[src/rtl/tft_pkg.sv]
// Shared definitions for the TFT cell painter: object codes, RGB565 colours,
// 8080 command opcodes, default grid geometry and the controller state set.
package tft_pkg;

   localparam int CELL_PX_DEF = 20;
   localparam int GRID_W_DEF  = 16;
   localparam int GRID_H_DEF  = 12;

   localparam logic [7:0] OP_CASET = 8'h2A;
   localparam logic [7:0] OP_PASET = 8'h2B;
   localparam logic [7:0] OP_RAMWR = 8'h2C;

   typedef enum logic [2:0] {
      OBJ_EMPTY  = 3'b000,
      OBJ_HEAD   = 3'b001,
      OBJ_BODY   = 3'b010,
      OBJ_APPLE  = 3'b011,
      OBJ_BORDER = 3'b100
   } obj_e;

   localparam logic [15:0] COLOR_EMPTY   = 16'h0000;
   localparam logic [15:0] COLOR_HEAD    = 16'hFFE0;
   localparam logic [15:0] COLOR_BODY    = 16'h07E0;
   localparam logic [15:0] COLOR_APPLE   = 16'hF800;
   localparam logic [15:0] COLOR_BORDER  = 16'hFFFF;
   localparam logic [15:0] COLOR_INVALID = 16'hF81F;

   typedef enum logic [2:0] {
      ST_IDLE,
      ST_CASET_CMD,
      ST_CASET_PAR,
      ST_PASET_CMD,
      ST_PASET_PAR,
      ST_RAMWR_CMD,
      ST_PIXELS,
      ST_DONE
   } state_e;

   // Unused codes paint magenta so they stand out on the panel.
   function automatic logic [15:0] obj_color(input logic [2:0] code);
      logic [15:0] c;
      case (code)
         OBJ_EMPTY:  c = COLOR_EMPTY;
         OBJ_HEAD:   c = COLOR_HEAD;
         OBJ_BODY:   c = COLOR_BODY;
         OBJ_APPLE:  c = COLOR_APPLE;
         OBJ_BORDER: c = COLOR_BORDER;
         default:    c = COLOR_INVALID;
      endcase
      return c;
   endfunction

   // Window parameter bytes in bus order: start hi, start lo, end hi, end lo.
   function automatic logic [7:0] coord_byte(input logic [1:0] idx,
                                             input logic [15:0] c0,
                                             input logic [15:0] c1);
      logic [7:0] b;
      case (idx)
         2'd0:    b = c0[15:8];
         2'd1:    b = c0[7:0];
         2'd2:    b = c1[15:8];
         default: b = c1[7:0];
      endcase
      return b;
   endfunction

endpackage

[src/rtl/tft_byte_writer.sv]
// Two-phase 8080 byte strobe: phase A drives wrx low with data/dcx valid,
// phase B raises wrx (the panel latches on that edge) with data held.
// A new byte may be loaded during phase B, giving one byte every two cycles.
module tft_byte_writer (
   input  logic       clk,
   input  logic       nrst,
   input  logic       load_i,
   input  logic [7:0] data_i,
   input  logic       dcx_i,
   output logic       ready_o,
   output logic       wrx_o,
   output logic       dcx_o,
   output logic [7:0] data_o
);

   logic       wrx_q, wrx_d;
   logic       dcx_q, dcx_d;
   logic [7:0] data_q, data_d;

   // Ready whenever wrx is high: idle, or in phase B of the previous byte.
   assign ready_o = wrx_q;
   assign wrx_o   = wrx_q;
   assign dcx_o   = dcx_q;
   assign data_o  = data_q;

   // Next-state: start phase A on an accepted load, otherwise finish with phase B.
   always_comb begin
      // NOTE: every always_comb output gets a default first so no latch is inferred.
      wrx_d  = 1'b1;
      dcx_d  = dcx_q;
      data_d = data_q;
      if (load_i && wrx_q) begin
         wrx_d  = 1'b0;
         dcx_d  = dcx_i;
         data_d = data_i;
      end
   end

   // Strobe/data registers, bus parked at idle levels in reset.
   always_ff @(posedge clk or negedge nrst) begin
      if (!nrst) begin
         // NOTE: non-blocking assignments keep all flops updating from pre-edge values.
         wrx_q  <= 1'b1;
         dcx_q  <= 1'b1;
         data_q <= 8'h00;
      end else begin
         wrx_q  <= wrx_d;
         dcx_q  <= dcx_d;
         data_q <= data_d;
      end
   end

endmodule

[src/rtl/cell_painter.sv]
// Paints one grid cell on an 8080-bus TFT: sets the column and page window
// to the cell, issues RAMWR and streams CELL_PX*CELL_PX RGB565 pixels.
module cell_painter
   import tft_pkg::*;
#(
   parameter int CELL_PX = CELL_PX_DEF,
   parameter int GRID_W  = GRID_W_DEF,
   parameter int GRID_H  = GRID_H_DEF
) (
   input  logic       clk,
   input  logic       nrst,
   input  logic       en_update,
   input  logic [3:0] x,
   input  logic [3:0] y,
   input  logic [2:0] obj_code,
   output logic       cmd_done,
   output logic       busy,
   output logic       tft_csx,
   output logic       tft_dcx,
   output logic       tft_wrx,
   output logic [7:0] tft_data
);

   localparam int PIX_N = CELL_PX * CELL_PX;
   localparam int PIX_W = (PIX_N > 1) ? $clog2(PIX_N) : 1;
   localparam logic [PIX_W-1:0] PIX_LAST = PIX_W'(PIX_N - 1);

   state_e           state_q, state_d;
   logic [3:0]       x_q, x_d, y_q, y_d;
   logic [2:0]       obj_q, obj_d;
   logic [1:0]       idx_q, idx_d;
   logic [PIX_W-1:0] pix_q, pix_d;
   logic             lo_q, lo_d;
   logic             csx_q, busy_q, done_q;

   logic             wr_load, wr_dcx, wr_ready;
   logic [7:0]       wr_data;
   logic [15:0]      x0, x1, y0, y1, color;
   logic             in_range;

   assign in_range = (32'(x) < GRID_W) && (32'(y) < GRID_H);
   assign x0       = 16'(32'(x_q) * CELL_PX);
   assign x1       = x0 + 16'(CELL_PX - 1);
   assign y0       = 16'(32'(y_q) * CELL_PX);
   assign y1       = y0 + 16'(CELL_PX - 1);
   assign color    = obj_color(obj_q);

   // Sequencer: each state loads the next byte while the previous one is in phase B.
   always_comb begin
      state_d = state_q;
      x_d     = x_q;
      y_d     = y_q;
      obj_d   = obj_q;
      idx_d   = idx_q;
      pix_d   = pix_q;
      lo_d    = lo_q;
      wr_load = 1'b0;
      wr_data = 8'h00;
      wr_dcx  = 1'b1;
      case (state_q)
         ST_IDLE: begin
            if (en_update) begin
               x_d   = x;
               y_d   = y;
               obj_d = obj_code;
               if (in_range) begin
                  wr_load = 1'b1;
                  wr_data = OP_CASET;
                  wr_dcx  = 1'b0;
                  state_d = ST_CASET_CMD;
               end else begin
                  state_d = ST_DONE;
               end
            end
         end
         ST_CASET_CMD: begin
            if (wr_ready) begin
               wr_load = 1'b1;
               wr_data = coord_byte(2'd0, x0, x1);
               idx_d   = 2'd0;
               state_d = ST_CASET_PAR;
            end
         end
         ST_CASET_PAR: begin
            if (wr_ready) begin
               wr_load = 1'b1;
               if (idx_q == 2'd3) begin
                  wr_data = OP_PASET;
                  wr_dcx  = 1'b0;
                  state_d = ST_PASET_CMD;
               end else begin
                  wr_data = coord_byte(idx_q + 2'd1, x0, x1);
                  idx_d   = idx_q + 2'd1;
               end
            end
         end
         ST_PASET_CMD: begin
            if (wr_ready) begin
               wr_load = 1'b1;
               wr_data = coord_byte(2'd0, y0, y1);
               idx_d   = 2'd0;
               state_d = ST_PASET_PAR;
            end
         end
         ST_PASET_PAR: begin
            if (wr_ready) begin
               wr_load = 1'b1;
               if (idx_q == 2'd3) begin
                  wr_data = OP_RAMWR;
                  wr_dcx  = 1'b0;
                  state_d = ST_RAMWR_CMD;
               end else begin
                  wr_data = coord_byte(idx_q + 2'd1, y0, y1);
                  idx_d   = idx_q + 2'd1;
               end
            end
         end
         ST_RAMWR_CMD: begin
            if (wr_ready) begin
               wr_load = 1'b1;
               wr_data = color[15:8];
               pix_d   = '0;
               lo_d    = 1'b0;
               state_d = ST_PIXELS;
            end
         end
         ST_PIXELS: begin
            // lo_q marks which half of the current pixel is on the bus.
            if (wr_ready) begin
               if (!lo_q) begin
                  wr_load = 1'b1;
                  wr_data = color[7:0];
                  lo_d    = 1'b1;
               end else if (pix_q == PIX_LAST) begin
                  state_d = ST_DONE;
               end else begin
                  wr_load = 1'b1;
                  wr_data = color[15:8];
                  pix_d   = pix_q + 1'b1;
                  lo_d    = 1'b0;
               end
            end
         end
         ST_DONE: state_d = ST_IDLE;
         default: state_d = ST_IDLE;
      endcase
   end

   // Controller state plus registered status and chip-select outputs.
   always_ff @(posedge clk or negedge nrst) begin
      if (!nrst) begin
         state_q <= ST_IDLE;
         x_q     <= '0;
         y_q     <= '0;
         obj_q   <= '0;
         idx_q   <= '0;
         pix_q   <= '0;
         lo_q    <= 1'b0;
         csx_q   <= 1'b1;
         busy_q  <= 1'b0;
         done_q  <= 1'b0;
      end else begin
         state_q <= state_d;
         x_q     <= x_d;
         y_q     <= y_d;
         obj_q   <= obj_d;
         idx_q   <= idx_d;
         pix_q   <= pix_d;
         lo_q    <= lo_d;
         csx_q   <= (state_d == ST_IDLE) || (state_d == ST_DONE);
         busy_q  <= (state_d != ST_IDLE);
         done_q  <= (state_d == ST_DONE);
      end
   end

   tft_byte_writer u_writer (
      .clk     (clk),
      .nrst    (nrst),
      .load_i  (wr_load),
      .data_i  (wr_data),
      .dcx_i   (wr_dcx),
      .ready_o (wr_ready),
      .wrx_o   (tft_wrx),
      .dcx_o   (tft_dcx),
      .data_o  (tft_data)
   );

   assign tft_csx  = csx_q;
   assign busy     = busy_q;
   assign cmd_done = done_q;

endmodule

[config.mk]
export PLATFORM = sky130hd
export DESIGN_NAME = cell_painter
export DESIGN_NICKNAME = d
export VERILOG_FILES = /design/src/rtl/tft_pkg.sv /design/src/rtl/tft_byte_writer.sv /design/src/rtl/cell_painter.sv
export SDC_FILE = /design/constraint.sdc
export NUM_CORES = 1
export LEC_CHECK = 0
export ABC_AREA = 1
export CORE_MARGIN = 4
export CORE_UTILIZATION = 31
export CTS_BUF_LIST = sky130_fd_sc_hd__clkbuf_2
export DETAILED_ROUTE_END_ITERATION = 10
export REMOVE_ABC_BUFFERS = 1
export SLEW_MARGIN = 20
export SYNTH_ARGS = -nofsm -noshare
export SYNTH_HDL_FRONTEND = slang
export SYNTH_SLANG_ARGS = --single-unit
[constraint.sdc]
create_clock -name clk -period 2.59 [get_ports clk]
set_input_delay 0.777 -clock clk [delete_from_list [all_inputs] [get_ports clk]]
set_output_delay 0.777 -clock clk [all_outputs]
set_load 0.03 [all_outputs]
# Yosys cells after proc, flatten, opt, wreduce, memory -nomap -nowiden
# Index checks and enable logic that the tools add are counted.
[word_totals]
regBits = 39
input_bits = 14
out_inout_bits = 13
word_cells = 115
[classes]
n_addsub = 4
multipliers = 2
n_lt_le_gt_ge = 1
eq_ne = 23
mux = 56
reduce_logical = 16
[ops]
columns = ["cell", "n"]
rows = [
  ["case mux 16 bit (5 select lines)", 1],
  ["2-to-1 mux 8 bit", 8],
  ["case mux 8 bit (7 select lines)", 1],
  ["case mux 8 bit (3 select lines)", 2],
  ["2-to-1 mux 3 bit", 12],
  ["2-to-1 mux 9 bit", 4],
  ["case mux 3 bit (8 select lines)", 1],
  ["adder 9 x 5 -> 10 bit (second input constant)", 2],
  ["== test 3 bit (second input constant)", 6],
  ["case mux 9 bit (2 select lines)", 1],
  ["2-to-1 mux 1 bit", 17],
  ["multiplier 4 x 3 -> 7 bit (second input constant)", 2],
  ["== test 3 x 2 -> 1 bit (second input constant)", 4],
  ["2-to-1 mux 6 bit", 2],
  ["adder 9 x 1 -> 9 bit (second input constant)", 1],
  ["== test 9 bit (second input constant)", 1],
  ["zero test 3 bit", 3],
  ["inequality test 2 x 1 -> 1 bit (second input constant)", 4],
  ["== test 3 x 1 -> 1 bit (second input constant)", 2],
  ["2-to-1 mux 2 bit", 3],
  ["inequality test 2 bit (second input constant)", 3],
  ["AND reduction 5 bit", 1],
  ["OR reduction 5 bit", 1],
  ["== test 2 bit (second input constant)", 2],
  ["other kinds (15)", 18],
]

# Longest topological paths before layout
# Gate-level depths: netlist (run 1).
[logic_depth]
depth_word = 7
mapped_depth = 13
mapped_depth_nobuf = 13

# By module
# A second synthesis (run 1) with hierarchy kept.
[unflattened]
hier_cells = 394
hier_area_um2 = 2785.2
[modules_own_cells]
columns = ["module", "instances", "cells_each", "area_per_inst_um2", "seq_area_each_um2"]
rows = [
  ["cell_painter", 1, 353, 2367.3, 726.9],
  ["tft_byte_writer", 1, 41, 417.9, 252.7],
]

# Least setup slack after synthesis (run 1)
# No wires, ideal clock.
[synth_path]
path_kind = "register to register"
from = "register x_q[3]"
to = "register u_writer.data_q[7] (netlist: u_writer.data_o[7])"
setup_ns = 0.069
t_arrival_ns = 2.011
t_required_ns = 2.521
setup_slack_ns = 0.510
stages_incl_launch_ff = 13
n_path_buf = 0
synth_period_minus_slack_ns = 2.080
path_cell_list = "dfrtp_1 ha_1 ha_1 inv_1 fa_1 inv_1 nand3_1 nor2_1 xor2_1 nand2_1 nand2_1 nand2_1 nand3b_1"
[synth_via]
elab_chain_len = 6
[synth_lines]
columns = ["element", "line_no", "rtl"]
rows = [
  ["start, declared", "cell_painter.sv:29", "logic [3:0] x_q, x_d, y_q, y_d;"],
  ["start signal, assigned", "cell_painter.sv:153", "x_q <= '0;"],
  ["start signal, assigned", "cell_painter.sv:164", "x_q <= x_d;"],
  ["multiplier 4 x 3 -> 7 bit *", "cell_painter.sv:42", "assign x0 = 16'(32'(x_q) * CELL_PX);"],
  ["adder 9 x 5 -> 10 bit", "cell_painter.sv:43", "assign x1 = x0 + 16'(CELL_PX - 1);"],
  ["case mux 8 bit (3 select lines) *", "tft_pkg.sv:58", "case (idx)"],
  ["2-to-1 mux 8 bit *", "cell_painter.sv:87", "if (idx_q == 2'd3) begin"],
  ["2-to-1 mux 8 bit *", "cell_painter.sv:85", "if (wr_ready) begin"],
  ["case mux 8 bit (7 select lines) *", "cell_painter.sv:60", "case (state_q)"],
  ["end signal, assigned", "tft_byte_writer.sv:49", "data_q <= data_d;"],
  ["end, declared", "tft_byte_writer.sv:18", "logic [7:0] data_q, data_d;"],
]
# Mark *: on every way between the ends. The rest lies on a longest branch, timed or not.
# A chain may end at the register's enable or synchronous reset.

# Final worst setup path (run 1)
[layout_path]
from = "register u_writer.dcx_q (netlist: u_writer.dcx_o)"
to = "output port tft_dcx"
[layout_rtl]
columns = ["element", "line_no", "rtl"]
rows = [
  ["start, declared", "tft_byte_writer.sv:17", "logic dcx_q, dcx_d;"],
  ["start signal, assigned", "tft_byte_writer.sv:44", "dcx_q <= 1'b1;"],
  ["start signal, assigned", "tft_byte_writer.sv:48", "dcx_q <= dcx_d;"],
  ["end, declared", "cell_painter.sv:19", "output logic tft_dcx,"],
]
# No word-level cell between the ends.

==> report_table.html, run 1 <==
<table>
<tr><th>Metric</th><th>Value</th></tr>
<tr><th colspan="2">Run status</th></tr>
<tr><td>Outcome</td><td>finished, final reports clean</td></tr>
<tr><th colspan="2">Worst setup path</th></tr>
<tr><td>Critical-path cell list</td><td>clkdlybuf4s50_1</td></tr>
<tr><td>Reg2Reg Setup Slack</td><td>280 ps</td></tr>
<tr><td>Slowest stage cell on the critical path</td><td>clkdlybuf4s50_1</td></tr>
<tr><td>Critical path required time</td><td>1810 ps</td></tr>
<tr><td>Critical Path AT</td><td>1650 ps</td></tr>
<tr><td>Crit. End Element</td><td>primary output</td></tr>
<tr><td>CP delay by family, top</td><td>buffers and inverters</td></tr>
<tr><td>Worst setup SP type</td><td>flip-flop</td></tr>
<tr><td>Slowest Stage Delay on Critical Path</td><td>670 ps</td></tr>
<tr><td>Worst setup path class</td><td>flip-flop to primary output</td></tr>
<tr><td>Worst-path maximum fanout</td><td>2</td></tr>
<tr><td>Sum of buffers and inverters on the critical path</td><td>1</td></tr>
<tr><th colspan="2">Placement</th></tr>
<tr><td>Estimated wirelength of the detail-placed design</td><td>5131 um</td></tr>
<tr><td>Placer congestion estimate</td><td>0.9091</td></tr>
<tr><td>Number of port buffers</td><td>26</td></tr>
<tr><th colspan="2">Finish</th></tr>
<tr><td>Count of inserted antenna diode cells</td><td>0</td></tr>
<tr><td>Area occupied by multi-input gates</td><td>1554 sq um</td></tr>
<tr><td>Fill cell total of the finished layout</td><td>927</td></tr>
<tr><td>Fraction of layout cells with a size suffix above 1</td><td>0.1235</td></tr>
<tr><td>FF/Latch Area</td><td>979.7 sq um</td></tr>
<tr><td>Net count reported at finish</td><td>435</td></tr>
<tr><td>Synthesis-to-finish area growth</td><td>14.72%</td></tr>
<tr><th colspan="2">Power and ir drop</th></tr>
<tr><td>Worst vdd rail ir drop</td><td>0.1351 mV</td></tr>
<tr><td>Part of the total power dissipated in combinational logic</td><td>0.040</td></tr>
<tr><td>Share of power burned in the clock network</td><td>0.306</td></tr>
<tr><td>Internal power</td><td>0.6927 mW</td></tr>
<tr><td>Power density normalized to cell area</td><td>292.1 nW/um^2</td></tr>
<tr><td>NetSw</td><td>0.2390 mW</td></tr>
<tr><td>Sequential share of power</td><td>0.655</td></tr>
<tr><td>Leak Pwr</td><td>1.596 nW</td></tr>
<tr><td>Switching power share of the total</td><td>0.2565</td></tr>
<tr><th colspan="2">Die</th></tr>
<tr><td>Standard cell core area</td><td>8721 sq um</td></tr>
<tr><td>Initial cell density of the core</td><td>0.3188</td></tr>
<tr><td>Die area</td><td>10550 sq um</td></tr>
<tr><td>Die Width</td><td>102.7 um</td></tr>
<tr><td>Boundary Pins</td><td>27</td></tr>
<tr><td>Number of cell rows</td><td>34</td></tr>
<tr><td>Die extent in y</td><td>102.7 um</td></tr>
<tr><th colspan="2">Synthesis</th></tr>
<tr><td>Count of unique library cells instantiated by Yosys</td><td>37</td></tr>
<tr><td>Sequential cell area fraction in the yosys report</td><td>0.3524</td></tr>
<tr><td>Post-synth top area cell</td><td>dfrtp_1</td></tr>
<tr><td>Flop and latch count out of synthesis</td><td>39</td></tr>
<tr><td>Synth warnings</td><td>0</td></tr>
<tr><td>Share of the synthesized area in the top cell type</td><td>0.3240</td></tr>
<tr><td>Gate count of the mapped netlist</td><td>374</td></tr>
<tr><td>Main area contributors after synthesis</td><td>dfrtp_1, nand2_1, ha_1</td></tr>
<tr><td>Mean cell area of the mapped netlist</td><td>7.434 sq um</td></tr>
<tr><td>Cell Area, Synth</td><td>2780 sq um</td></tr>
<tr><th colspan="2">GRT</th></tr>
<tr><td>Antenna violations before repair</td><td>0</td></tr>
<tr><td>Wire length of the first global-routing pass</td><td>10860 um</td></tr>
<tr><td>Vias in the first global route</td><td>2351</td></tr>
<tr><td>Total routing resource utilization after global routing</td><td>0.1306</td></tr>
<tr><td>Total congestion overflow after global routing</td><td>0</td></tr>
<tr><td>Pin count of the biggest net entering global routing</td><td>20</td></tr>
<tr><th colspan="2">Timing</th></tr>
<tr><td>Number of pins with negative max-slew slack in the final report</td><td>0</td></tr>
<tr><td>Period Utilization, post-route</td><td>0.9382</td></tr>
<tr><td>Transition at the pin with the smallest max-transition slack</td><td>579.6 ps</td></tr>
<tr><td>Number of failing setup endpoints in the final timing report</td><td>0</td></tr>
<tr><td>Worst slew margin relative to its limit</td><td>0.6128</td></tr>
<tr><td>Period minus WS final</td><td>2430 ps</td></tr>
<tr><td>Fin Setup TNS</td><td>0 ps</td></tr>
<tr><td>Maximum achievable frequency</td><td>0.4115 GHz</td></tr>
<tr><td>Setup repair after global routing missed its margin</td><td>false</td></tr>
<tr><td>Final Hold Viols</td><td>0</td></tr>
<tr><td>Worst Hold Slack</td><td>193.5 ps</td></tr>
<tr><td>Clock Skews</td><td>28.52 ps</td></tr>
<tr><th colspan="2">Hold path</th></tr>
<tr><td>Worst min path class</td><td>primary input to async pin</td></tr>
<tr><th colspan="2">Detailed routing</th></tr>
<tr><td>Average wire per standard cell</td><td>12.27 um</td></tr>
<tr><td>Aggregate routed wire length</td><td>6297 um</td></tr>
<tr><td>Detailed-route vias per instance</td><td>4.727</td></tr>
<tr><td>Initial DRC Count</td><td>141</td></tr>
<tr><td>First-pass iteration count of the detailed router</td><td>5</td></tr>
<tr><td>Detail Route Antenna Nets</td><td>0</td></tr>
<tr><td>Drt drc</td><td>0</td></tr>
<tr><td>Via count</td><td>2425</td></tr>
<tr><th colspan="2">Clock network</th></tr>
<tr><td>Clock Pin Slew Worst Setup and Hold Paths</td><td>230 ps</td></tr>
<tr><td>CTS root buf</td><td>clkbuf_2</td></tr>
<tr><td>Total CTS buffers</td><td>5</td></tr>
<tr><td>Clock tree from TritonCTS</td><td>yes</td></tr>
<tr><td>Worst-skew pair later-pin latency</td><td>420 ps</td></tr>
<tr><td>CTS Buffer Depth</td><td>2</td></tr>
<tr><td>Post CTS Setup Buffer Count</td><td>0</td></tr>
<tr><td>H-tree depth</td><td>2</td></tr>
<tr><td>Number of instances resized during post-cts repair</td><td>0</td></tr>
<tr><td>Hold Buf Count CTS</td><td>0</td></tr>
<tr><td>Clock sink total</td><td>39</td></tr>
<tr><th colspan="2">Flow run</th></tr>
<tr><td>Max-cap violation count</td><td>0</td></tr>
</table>
Yosys cell counts (all sizes together):
library cell and number:
o21ai 26, nor2 44, nand3b 4, dfrtp 36
a21oi 17, a22o 1, or2 1, inv 48
ha 15, nand4 11, a22oi 1, nor3 6
nand2 109, dfstp 3, clkinv 2, o211ai 1
nand3 32, o2111ai 1, fa 2, buf 6
xnor2 1, xor2 7
power by group through the flow:
stage / clock (mW) / sequential (mW) / combinational (mW)
after floorplan: 0 / 0.621 / 0.00195
after global placement: 0 / 0.620 / 0.0380
after detailed placement: 0 / 0.620 / 0.0384
after CTS: 0.299 / 0.610 / 0.0384
after global routing: 0.329 / 0.611 / 0.0417
final: 0.285 / 0.610 / 0.0368
cells in the final DEF (no fill, tap or decap), drive strengths merged, types with 5 or more instances in the layout:
| master | n |
|---|---|
| a21oi | 17 |
| clkbuf | 5 |
| clkdlybuf4s50 | 25 |
| dfrtp | 36 |
| ha | 15 |
| inv | 48 |
| nand2 | 109 |
| nand3 | 32 |
| nand4 | 11 |
| nor2 | 44 |
| nor3 | 6 |
| o21ai | 26 |
| xor2 | 7 |
registers in the layout, indices dropped and copies added, names as in the netlist:
register          count
pix_q                 9
u_writer.data_o       8
x_q                   4
y_q                   4
obj_q                 3
state_q               3
idx_q                 2
busy                  1
cmd_done              1
lo_q                  1
tft_csx               1
u_writer.dcx_o        1
u_writer.ready_o      1
final cells by class:
class / instances / area share
sequential: 39 / 0.3072
clock inverter: 3 / 0.006277
timing repair buffer: 29 / 0.08709
clock buffer: 5 / 0.007846
inverter: 50 / 0.06199
multi-input combinational: 279 / 0.4872
tap: 108 / 0.04237
metrics by stage:
stage / util / setup WS [ps] / std cells / total power [mW] / area (sq um)
after floorplan: - / 509.9 / 368 / 0.6226 / 2731
after global placement: 0.3605 / 327.2 / 505 / 0.6584 / 3144
after detailed placement: 0.3605 / 309.5 / 505 / 0.6589 / 3144
after CTS: 0.3657 / 129.9 / 513 / 0.9477 / 3189
after global routing: 0.3657 / 92.35 / 513 / 0.9814 / 3189
final: 0.3657 / 160.0 / 513 / 0.9317 / 3189
routing by layer:
metal / global-route usage / vias up / wire length, um
met5: 0 / - / 0
met4: 0.03532 / 0 / 82
met3: 0.02368 / 7 / 302
met2: 0.2175 / 40 / 2979
met1: 0.1743 / 1111 / 2933
li1: - / 1267 / -
cell families after synthesis:
| family | count (synthesis) | share of synthesized area |
|---|---|---|
| adder cells (fa/ha/maj) | 17 | 0.08191 |
| AO/OA/AOI/OAI | 47 | 0.1112 |
| AND/OR/NAND/NOR | 207 | 0.3407 |
| flip-flops | 39 | 0.3524 |
| buffers and inverters | 56 | 0.08866 |
| XOR/XNOR | 8 | 0.02520 |
final timing paths:
check / start / endpoint / cells past startpoint
max in group asynchronous: nrst / u_writer.ready_o / 2
min: nrst / y_q[2] / 1
min reg2reg: u_writer.data_o[2] / u_writer.data_o[2] / 2
min in group clk: u_writer.data_o[2] / u_writer.data_o[2] / 2
max reg2reg: y_q[3] / u_writer.data_o[7] / 12
max: u_writer.dcx_o / tft_dcx / 1
(Power assumes the default switching activity.)
==> run 2: changes to the inputs <==
Settings changed: SLEW_MARGIN 20 to 5.
==> results of run 2 <==
Final layout, timing and power as in run 1 (identical DEF).
==> run 3: changes to the inputs <==
Clock period 2.59 ns to 3.07 ns, I/O delays scaled along.
==> report_table.html, run 3 (synthesis results as in run 1) <==
<table>
<tr><th>Metric</th><th>Value</th></tr>
<tr><th colspan="2">Timing</th></tr>
<tr><td>Maximum achievable frequency</td><td>0.3582 GHz</td></tr>
<tr><td>Final Hold Viols</td><td>0 (unchanged)</td></tr>
<tr><td>Period minus WS final</td><td>2792 ps</td></tr>
<tr><td>Fin Setup TNS</td><td>0 ps (unchanged)</td></tr>
<tr><td>Period Utilization, post-route</td><td>0.9094</td></tr>
<tr><td>Worst slew margin relative to its limit</td><td>0.3986 (-0.2142)</td></tr>
<tr><td>Number of failing setup endpoints in the final timing report</td><td>0 (unchanged)</td></tr>
<tr><td>Transition at the pin with the smallest max-transition slack</td><td>902.1 ps (+322.6 ps)</td></tr>
<tr><td>Number of pins with negative max-slew slack in the final report</td><td>0 (unchanged)</td></tr>
<tr><td>Setup repair after global routing missed its margin</td><td>false</td></tr>
<tr><td>Clock Skews</td><td>44.07 ps (+15.55 ps)</td></tr>
<tr><th colspan="2">Clock network</th></tr>
<tr><td>Clock sink total</td><td>39 (unchanged)</td></tr>
<tr><td>Post CTS Setup Buffer Count</td><td>0 (unchanged)</td></tr>
<tr><td>Worst-skew pair later-pin latency</td><td>430 ps (about the same)</td></tr>
<tr><td>CTS root buf</td><td>clkbuf_2</td></tr>
<tr><td>Clock Pin Slew Worst Setup and Hold Paths</td><td>190 ps (-40 ps)</td></tr>
<tr><td>Clock tree from TritonCTS</td><td>yes</td></tr>
<tr><td>Total CTS buffers</td><td>5 (unchanged)</td></tr>
<tr><td>Hold Buf Count CTS</td><td>0 (unchanged)</td></tr>
<tr><td>H-tree depth</td><td>2 (unchanged)</td></tr>
<tr><td>Number of instances resized during post-cts repair</td><td>0 (unchanged)</td></tr>
<tr><td>CTS Buffer Depth</td><td>2 (unchanged)</td></tr>
<tr><th colspan="2">Power and ir drop</th></tr>
<tr><td>Worst vdd rail ir drop</td><td>0.1429 mV (+5.8%)</td></tr>
<tr><td>Sequential share of power</td><td>0.649 (-0.006)</td></tr>
<tr><td>Power density normalized to cell area</td><td>250.1 nW/um^2 (-14%)</td></tr>
<tr><td>Part of the total power dissipated in combinational logic</td><td>0.037 (-0.003)</td></tr>
<tr><td>Switching power share of the total</td><td>0.2588 (+0.002242)</td></tr>
<tr><td>Internal power</td><td>0.5879 mW (-15%)</td></tr>
<tr><td>NetSw</td><td>0.2052 mW (-14%)</td></tr>
<tr><td>Share of power burned in the clock network</td><td>0.314 (+0.008)</td></tr>
<tr><td>Leak Pwr</td><td>1.586 nW (-0.60%)</td></tr>
<tr><th colspan="2">Worst setup path</th></tr>
<tr><td>Critical-path cell list</td><td>clkdlybuf4s50_1</td></tr>
<tr><td>Slowest Stage Delay on Critical Path</td><td>750 ps (+80 ps)</td></tr>
<tr><td>Critical Path AT</td><td>1870 ps (+220 ps)</td></tr>
<tr><td>Worst setup path class</td><td>flip-flop to primary output</td></tr>
<tr><td>Sum of buffers and inverters on the critical path</td><td>1 (unchanged)</td></tr>
<tr><td>Crit. End Element</td><td>primary output</td></tr>
<tr><td>Worst-path maximum fanout</td><td>15 (+13)</td></tr>
<tr><td>Critical path required time</td><td>2150 ps (+340 ps)</td></tr>
<tr><td>Slowest stage cell on the critical path</td><td>dfstp_2</td></tr>
<tr><td>Worst setup SP type</td><td>flip-flop</td></tr>
<tr><td>CP delay by family, top</td><td>flip-flops</td></tr>
<tr><th colspan="2">Finish</th></tr>
<tr><td>Synthesis-to-finish area growth</td><td>14.09%</td></tr>
<tr><td>Max FFs per register</td><td>9 (unchanged)</td></tr>
<tr><td>Core occupancy in the finished layout</td><td>0.3637 (-0.002008)</td></tr>
<tr><td>Fraction of layout cells with a size suffix above 1</td><td>0.1169 (-0.006541)</td></tr>
<tr><td>Net count reported at finish</td><td>432 (-0.69%)</td></tr>
<tr><td>Count of inserted antenna diode cells</td><td>0 (unchanged)</td></tr>
<tr><td>Register with the highest flop count</td><td>pix_q</td></tr>
<tr><td>Fill cell total of the finished layout</td><td>917 (-1.1%)</td></tr>
<tr><td>Leading cell type in the layout, fill and taps excluded</td><td>nand2_1</td></tr>
<tr><td>Commonest cells after routing, fill and taps aside</td><td>nand2_1, inv_1, nor2_1</td></tr>
<tr><th colspan="2">Die</th></tr>
<tr><td>Die area</td><td>10550 sq um (unchanged)</td></tr>
<tr><td>Die Width</td><td>102.7 um (unchanged)</td></tr>
<tr><td>Boundary Pins</td><td>27 (unchanged)</td></tr>
<tr><td>Standard cell core area</td><td>8721 sq um (unchanged)</td></tr>
<tr><td>Initial cell density of the core</td><td>0.3188 (unchanged)</td></tr>
<tr><td>Die extent in y</td><td>102.7 um (unchanged)</td></tr>
<tr><td>Number of cell rows</td><td>34 (unchanged)</td></tr>
<tr><th colspan="2">Detailed routing</th></tr>
<tr><td>Detail Route Antenna Nets</td><td>0 (unchanged)</td></tr>
<tr><td>Aggregate routed wire length</td><td>6142 um (-2.5%)</td></tr>
<tr><td>Initial DRC Count</td><td>131 (-7.1%)</td></tr>
<tr><td>Average wire per standard cell</td><td>12.04 um (-1.9%)</td></tr>
<tr><td>Drt drc</td><td>0 (unchanged)</td></tr>
<tr><td>Detailed-route vias per instance</td><td>4.731 (about the same)</td></tr>
<tr><td>First-pass iteration count of the detailed router</td><td>4 (-1)</td></tr>
<tr><td>Via count</td><td>2413 (-0.49%)</td></tr>
<tr><th colspan="2">GRT</th></tr>
<tr><td>Wire length of the first global-routing pass</td><td>10570 um (-2.7%)</td></tr>
<tr><td>Antenna violations before repair</td><td>0 (unchanged)</td></tr>
<tr><td>Vias in the first global route</td><td>2274 (-3.3%)</td></tr>
<tr><td>Total routing resource utilization after global routing</td><td>0.1273 (-0.003229)</td></tr>
<tr><td>Total congestion overflow after global routing</td><td>0 (unchanged)</td></tr>
<tr><td>Pin count of the biggest net entering global routing</td><td>40 (+100%)</td></tr>
<tr><th colspan="2">Flow run</th></tr>
<tr><td>Max-cap violation count</td><td>0 (unchanged)</td></tr>
<tr><th colspan="2">Placement</th></tr>
<tr><td>Estimated wirelength of the detail-placed design</td><td>4901 um (-4.5%)</td></tr>
<tr><td>Number of port buffers</td><td>26 (unchanged)</td></tr>
<tr><td>Placer congestion estimate</td><td>0.9018 (-0.80%)</td></tr>
<tr><th colspan="2">Hold path</th></tr>
<tr><td>Worst min path class</td><td>flip-flop to flip-flop</td></tr>
<tr><th colspan="2">Run status</th></tr>
<tr><td>Outcome</td><td>finished, final reports clean</td></tr>
</table>
==> run 3: cell types whose count changed in the layout (fill, tap and decap cells not counted), sizes merged <==
cell	delta
buf	-3
clkinvlp	-1
clkinv	+1
==> run 3: final cells by class <==
class / instances / area (sq um) / area share
clock buffers: 5 / 25.02 / 0.007890
inverters: 50 / 197.7 / 0.06233
flip-flops and latches: 39 / 979.7 / 0.3089
clock inverters: 3 / 25.02 / 0.007890
well taps: 108 / 135.1 / 0.04260
multi-input cells: 279 / 1554 / 0.4899
repair buffers: 26 / 255.2 / 0.08047
==> run 3: per-layer routing <==
metal,part of all wire,GRT usage,wire [um]
met5,0,0,0
met4,0.0086,0.03027,53
met2,0.49,0.2205,3003
met1,0.46,0.1626,2830
met3,0.041,0.02639,254
==> run 3: metrics by stage <==
step / cell area [sq um] / total power, mW / instances / worst slack (ps) / hold slack (ps)
after global placement: 3122 / 0.5534 / 502 / 656.6 / 472.1
after detailed placement: 3122 / 0.5539 / 502 / 640.6 / 459.5
after CTS: 3172 / 0.8093 / 510 / 222.4 / 502.9
after floorplan: 2731 / 0.5253 / 368 / 989.9 / 467.4
after global routing: 3172 / 0.8415 / 510 / 148.2 / 554.6
final: 3172 / 0.7932 / 510 / 278.2 / 497.6
==> run 3: path summary, 6_finish.rpt <==
check,cells after the start,start,slack [ps],end
setup / recovery,1,u_writer.ready_o,280,tft_wrx
hold / removal,2,u_writer.data_o[2],500,u_writer.data_o[2]
setup reg to reg,12,y_q[3],700,u_writer.data_o[7]
hold reg to reg,2,u_writer.data_o[2],500,u_writer.data_o[2]
max in group asynchronous,1,nrst,1900,y_q[1]
min in group asynchronous,1,nrst,580,x_q[0]
==> run 3: worst reg2reg max path, stage by stage (launching register included) <==
cell      delay [ps]
dfrtp_1          490
ha_1             320
ha_1             210
inv_1             70
fa_1             440
inv_1             70
nand3_1           80
nor2_1           120
xor2_1           210
nand2_1           80
nand2_1           70
nand2_1           50
nand3b_1          90
==> run 3: power groups by stage <==
stage | registers [mW] | clock network, mW | logic, mW
after floorplan | 0.524 | 0 | 0.00164
after global placement | 0.523 | 0 | 0.0299
after detailed placement | 0.523 | 0 | 0.0305
after CTS | 0.515 | 0.264 | 0.0306
after global routing | 0.516 | 0.293 | 0.0334
final | 0.515 | 0.249 | 0.0293
